==> src/rtl/icache_assoc.sv <==
// icache_assoc: N-way set-associative instruction cache with flip-flop
// valid/tag/data arrays, 1-cycle registered hit latency, whole-line refill
// over a req/valid memory handshake, and single-cycle global flush.
// Optional hit/miss counters are built when ICACHE_PERF_CNT_EN is defined.
module icache_assoc #(
    parameter int N_WAYS             = 2,
    parameter int N_SETS             = 8,
    parameter int N_CACHELINE_LENGTH = 4,
    parameter int BITSIZE            = 32,
    parameter int OFFSET_BITS        = $clog2(N_CACHELINE_LENGTH),
    parameter int INDEX_BITS         = $clog2(N_SETS),
    parameter int TAGSIZE            = 30 - INDEX_BITS - OFFSET_BITS
) (
    input  logic                                  clk,
    input  logic                                  resetn_i,
    input  logic                                  req_i,
    input  logic [31:0]                           addr_i,
    input  logic                                  flush_i,
    output logic                                  ready_o,
    output logic                                  rd_valid_o,
    output logic [BITSIZE-1:0]                    instruction_o,
    output logic                                  mem_req_o,
    output logic [31:0]                           mem_addr_o,
    input  logic                                  mem_valid_i,
    input  logic [BITSIZE*N_CACHELINE_LENGTH-1:0] mem_data_i
`ifdef ICACHE_PERF_CNT_EN
    ,
    output logic [31:0]                           hit_cnt_o,
    output logic [31:0]                           miss_cnt_o
`endif
);

    // A 1-way cache still needs a 1-bit way pointer to keep vectors legal.
    localparam int WAY_W = (N_WAYS > 1) ? $clog2(N_WAYS) : 1;

    typedef enum logic [1:0] {IDLE, REFILL, FLUSH} state_t;

    state_t state_q, state_d;

    logic [N_WAYS-1:0]  valid_q  [N_SETS];
    logic [TAGSIZE-1:0] tag_q    [N_SETS][N_WAYS];
    logic [BITSIZE-1:0] data_q   [N_SETS][N_WAYS][N_CACHELINE_LENGTH];
    logic [WAY_W-1:0]   rr_ptr_q [N_SETS];

    logic [OFFSET_BITS-1:0] req_off_q;
    logic [INDEX_BITS-1:0]  req_idx_q;
    logic [TAGSIZE-1:0]     req_tag_q;
    logic                   flush_pend_q;

    logic [OFFSET_BITS-1:0] addr_off;
    logic [INDEX_BITS-1:0]  addr_idx;
    logic [TAGSIZE-1:0]     addr_tag;
    logic                   unused_addr_lsb;

    logic             hit;
    logic [WAY_W-1:0] hit_way;
    logic [WAY_W-1:0] victim;
    logic             accept;
    logic             refill_done;
    logic             clear_valid;

    assign addr_off        = addr_i[OFFSET_BITS+1:2];
    assign addr_idx        = addr_i[INDEX_BITS+OFFSET_BITS+1:OFFSET_BITS+2];
    assign addr_tag        = addr_i[31:32-TAGSIZE];
    assign unused_addr_lsb = ^addr_i[1:0];

    assign accept      = req_i && ready_o;
    assign refill_done = (state_q == REFILL) && mem_valid_i;
    assign clear_valid = ((state_q == IDLE) && flush_i) || (state_q == FLUSH);

    // Tag lookup on the incoming address; descending scan lets the lowest way win.
    always_comb begin
        hit     = 1'b0;
        hit_way = '0;
        for (int w = N_WAYS - 1; w >= 0; w--) begin
            if (valid_q[addr_idx][w] && (tag_q[addr_idx][w] == addr_tag)) begin
                hit     = 1'b1;
                hit_way = WAY_W'(w);
            end
        end
    end

    // Victim: lowest invalid way of the refill set, else the round-robin pointer.
    always_comb begin
        victim = rr_ptr_q[req_idx_q];
        for (int w = N_WAYS - 1; w >= 0; w--) begin
            if (!valid_q[req_idx_q][w]) begin
                victim = WAY_W'(w);
            end
        end
    end

    // FSM state register.
    always_ff @(posedge clk or negedge resetn_i) begin
        if (!resetn_i) state_q <= IDLE;
        else           state_q <= state_d;
    end

    // FSM next-state logic; a flush seen during refill diverts to FLUSH afterwards.
    always_comb begin
        state_d = state_q;
        case (state_q)
            IDLE:    if (accept && !hit) state_d = REFILL;
            REFILL:  if (mem_valid_i) state_d = (flush_pend_q || flush_i) ? FLUSH : IDLE;
            FLUSH:   state_d = IDLE;
            default: state_d = IDLE;
        endcase
    end

    // FSM outputs: requests are only taken in IDLE and never alongside a flush.
    always_comb begin
        ready_o = (state_q == IDLE) && !flush_i;
    end

    // Response, refill request and pending-flush registers.
    always_ff @(posedge clk or negedge resetn_i) begin
        if (!resetn_i) begin
            rd_valid_o    <= 1'b0;
            instruction_o <= '0;
            mem_req_o     <= 1'b0;
            mem_addr_o    <= '0;
            flush_pend_q  <= 1'b0;
        end else begin
            rd_valid_o <= (accept && hit) || refill_done;
            if (accept && hit) begin
                instruction_o <= data_q[addr_idx][hit_way][addr_off];
            end else if (refill_done) begin
                instruction_o <= mem_data_i[int'(req_off_q)*BITSIZE +: BITSIZE];
            end
            if (accept && !hit) begin
                mem_req_o  <= 1'b1;
                mem_addr_o <= {addr_i[31:OFFSET_BITS+2], {(OFFSET_BITS+2){1'b0}}};
            end else if (refill_done) begin
                mem_req_o  <= 1'b0;
            end
            if (refill_done)                          flush_pend_q <= 1'b0;
            else if ((state_q == REFILL) && flush_i)  flush_pend_q <= 1'b1;
        end
    end

    // Valid bits and round-robin pointers; the pointer moves only when it was the victim.
    always_ff @(posedge clk or negedge resetn_i) begin
        if (!resetn_i) begin
            for (int s = 0; s < N_SETS; s++) begin
                valid_q[s]  <= '0;
                rr_ptr_q[s] <= '0;
            end
        end else if (clear_valid) begin
            for (int s = 0; s < N_SETS; s++) begin
                valid_q[s] <= '0;
            end
        end else if (refill_done) begin
            valid_q[req_idx_q][victim] <= 1'b1;
            if (victim == rr_ptr_q[req_idx_q]) begin
                rr_ptr_q[req_idx_q] <= (rr_ptr_q[req_idx_q] == WAY_W'(N_WAYS - 1)) ?
                                       '0 : rr_ptr_q[req_idx_q] + 1'b1;
            end
        end
    end

    // Miss address fields and tag/data arrays; these hold no reset value.
    always_ff @(posedge clk) begin
        if (accept && !hit) begin
            req_off_q <= addr_off;
            req_idx_q <= addr_idx;
            req_tag_q <= addr_tag;
        end
        if (refill_done) begin
            tag_q[req_idx_q][victim] <= req_tag_q;
            for (int k = 0; k < N_CACHELINE_LENGTH; k++) begin
                data_q[req_idx_q][victim][k] <= mem_data_i[k*BITSIZE +: BITSIZE];
            end
        end
    end

`ifdef ICACHE_PERF_CNT_EN
    // Accepted hit/miss counters; wrap naturally and ignore flush.
    always_ff @(posedge clk or negedge resetn_i) begin
        if (!resetn_i) begin
            hit_cnt_o  <= '0;
            miss_cnt_o <= '0;
        end else if (accept) begin
            if (hit) hit_cnt_o  <= hit_cnt_o + 32'd1;
            else     miss_cnt_o <= miss_cnt_o + 32'd1;
        end
    end
`endif

endmodule

==> config.mk <==
export PLATFORM = sky130hd
export DESIGN_NAME = icache_assoc
export DESIGN_NICKNAME = d
export VERILOG_FILES = /design/src/rtl/icache_assoc.sv
export SDC_FILE = /design/constraint.sdc
export NUM_CORES = 2
export LEC_CHECK = 0
export BUFFER_PORTS_ARGS = -buffer_cell sky130_fd_sc_hd__buf_2
export CORE_MARGIN = 5
export CORE_UTILIZATION = 44
export DETAILED_ROUTE_END_ITERATION = 10
export PLACE_DENSITY = 0.59
export SYNTH_ARGS = -nofsm -noshare
export SYNTH_HDL_FRONTEND = slang
export SYNTH_SLANG_ARGS = --single-unit
==> constraint.sdc <==
create_clock -name clk -period 27.9 [get_ports clk]
set_input_delay 0 -clock clk [delete_from_list [all_inputs] [get_ports clk]]
set_output_delay 0 -clock clk [all_outputs]
set_load 0.01 [all_outputs]
==> impl_metrics.tcl <==
set metrics [dict create \
    intPower_mw 6.58 \
    most-common-layout-cells "2478 x edfxtp_1, 682 x nand2_1, 630 x mux4_2, 293 x clkbuf_16, 221 x buf_2" \
    stdcell_area_mm2 0.117 \
    synth_top_area_cell "edfxtp_1" \
    grt_antenna_before_repair 55 \
    timing_worst_setup_path_type "input port to register" \
    synth_edf_count 2478 \
    cts_tree "yes" \
    max_freq_ghz 0.139 \
    cts_sinks 2567 \
    grt_pass1_vias 54600 \
    seq_area_mm2 0.0766 \
    initial_utilization 0.441 \
    core_area_mm2 0.229 \
    avgSynthCellArea_um2 19.8 \
    finalHoldViolCount 0 \
    ys_types 58 \
    p_sw_frac 0.219 \
    pre_cts_ws_ns 19.82 \
    finalCritPeriodShare 0.258 \
    peakVddDrop_mv 0.0684 \
    setup_violations 0 \
    rsz0062_at_grt "false" \
    max_slew_margin 0.190 \
    postCtsHoldBufs 210 \
    period_minus_slack_ns 7.19 \
    placed_area_mm2 0.106 \
    slowest_delay_ns 0.86 \
    clkPwrFrac 0.415 \
    worst_hold_slack_ns 0.0726 \
    p_leak_nw 37.9 \
    synth_top_family_by_area "multiplexers" \
    synth-seq-area-share 0.758 \
    grtUsageTotal 0.233 \
    io_buffers 225 \
    drive_gt1_frac 0.243 \
    vias 53600 \
    htreeDepth 5 \
    synth-compound-area-share 0.0157 \
    synth_seq_cells 2567 \
    dp_hpwl_um 141000 \
    cap_violations 0 \
    overflow 0 \
    cts_resized 0 \
    synth.top_cell.area_share 0.736 \
    nFillCells 18300 \
    run_status "finished, final reports clean" \
    clockBufferDepth 4 \
    async_flop_share 0.0347 \
    synth_fa_ha_area_frac 0 \
    hp-class "input port to register" \
    grt_start_max_net_pins 146 \
    power_density_mw_per_mm2 72.3 \
    numCtsBuffers 284 \
    drtIter0Drc 5918 \
    clock_skew_ns 0.0622 \
    seqPwrFrac 0.519 \
    drtPass1Iterations 6 \
    routed_wl_um 279000 \
    yosys_warnings 0 \
    crit_top_cell "buf_4" \
    multi_input_area_mm2 0.0234 \
    syn-cell-area_mm2 0.101 \
    drc 0 \
    synth_flop_cell "edfxtp_1" \
    grt_pass1_wl_um 399000 \
    clk_pin_slew_ns 0.06 \
    syn_to_final_growth_pct 15.4 \
    cts_setup_buffers 0 \
    cp_max_fo 90 \
    worstPathArrival_ns 7.98 \
    layout_commonest_cell "edfxtp_1" \
    final.setup.tns_ns 0 \
    netlist_instances 5094 \
    worstMarginPinSlew_ns 1.22 \
    synthTopCellsByArea "edfxtp_1 74%, mux4_2 14%, nand2_1 2.5%" \
    slew_violations 0 \
    dieArea_mm2 0.239 \
    clockRootBuffer "clkbuf_16" \
    yosys.area_share.simple 0.0500 \
    rows 176 \
    die_height_um 489 \
    fin_ws_ns 20.71 \
    die_x_um 489 \
    finalPower_mw 8.43 \
    crit_path_end_kind "register" \
    synthMuxAreaShare 0.161 \
    worstPathRequired_ns 28.69 \
    cp-start-kind "input port" \
    wl_per_cell_um 31.4 \
    crit_chain "buf_8 > buf_4 > buf_4 > mux4_2 > mux2i_1 > xor2_1 > nand4_1 > nor4_1 > nand3_1 > a41oi_4 > buf_4 > buf_12 > mux4_2 > mux2i_1 > a21oi_1" \
    place_congestion 0.799 \
    r2r_slack_ns 21.99 \
    cp_slowest_cell "buf_4" \
    nets 5799 \
    power.switching_mw 1.85 \
    combPwrFrac 0.066 \
    clk_latency_ns 0.96 \
    pin_count 232 \
    final_antenna_net_count 0 \
    viasPerCell 6.03 \
    synth_xor_area_frac 0.00295 \
]
-- cells in the mapped netlist (all sizes together), types with 2 or more instances --
cell type,instances
a22oi,14
a22o,15
mux2,62
a221oi,4
nand4,34
nand2b,9
o2111ai,4
clkbuf,180
mux2i,123
xor2,33
a311o,20
and3b,2
buf,104
nor2b,9
o22ai,27
nand3,20
and3,66
nand2,686
and4,3
nor3b,2
a32o,8
a21oi,42
a21boi,5
or2,2
nor3,162
o21ai,55
edfxtp,2478
inv,4
mux4,634
nor2,114
dfrtp,89
and2,10
nor4,9
a32oi,24
or3b,2
or3,20
nor4bb,2
nand3b,3
-- cell families after synthesis --
kind of cell / Yosys count
buffers and inverters: 288
XOR/XNOR: 34
flip-flops: 2567
AO/OA/AOI/OAI: 228
multiplexers: 819
AND/OR/NAND/NOR: 1157
other: 1
-- path summary, 6_finish.rpt --
| kind | start | to | cells after the start |
|---|---|---|---|
| setup reg to reg | tag_q[7][18] | instruction_o[8] | 12 |
| min in group asynchronous | resetn_i | mem_addr_o[7] | 4 |
| hold / removal | mem_data_i[13] | data_q[0][109] | 2 |
| hold reg to reg | mem_req_o | mem_req_o | 2 |
| max in group asynchronous | resetn_i | rd_valid_o | 4 |
| setup / recovery | addr_i[5] | instruction_o[8] | 15 |
-- worst max-delay path: cells and delay by family --
kind	cells	cell delay, ns
buffers and inverters	5	3.49
muxes	4	2.15
AOI/OAI and AO/OA	2	0.99
and+or+nand+nor	3	0.67
xor gates and xnor gates	1	0.21
-- sequential cells by signal, indices dropped and copies added, names as in the netlist, 3 cells and up --
register / count
tag_q: 400
mem_addr_o: 28
req_idx_q: 3
valid_q: 16
rr_ptr_q: 8
instruction_o: 32
data_q: 2048
req_tag_q: 25
-- layer usage --
layer  part of all wire  GRT usage
met1               0.40      0.329
met2               0.48      0.372
met3              0.087     0.0437
met4              0.032     0.0713
met5           0.000072          0
-- through the flow --
| step | util | cells |
|---|---|---|
| after floorplan | - | 5097 |
| after global placement | 0.462 | 8164 |
| after detailed placement | 0.462 | 8164 |
| after CTS | 0.509 | 8854 |
| after global routing | 0.509 | 8871 |
| final | 0.509 | 8883 |
-- area by class of cell --
type | instances | area share
diodes | 29 | 0.000622
clock buffers | 376 | 0.0669
clock inverters | 104 | 0.00633
inverters | 4 | 0.000129
multi-input cells | 2242 | 0.201
flip-flops and latches | 2567 | 0.657
well taps | 3026 | 0.0325
repair buffers | 535 | 0.0360
-- power groups by stage --
stage                     sequential (mW)  clock (mW)  combinational, mW
final                                4.38        3.50              0.557
after global routing                 4.38        3.72              0.599
after CTS                            4.38        3.56              0.562
after detailed placement             4.46           0              0.528
after global placement               4.45           0              0.518
after floorplan                      4.45           0              0.299
Note: power is estimated with default switching activity, not from simulation.
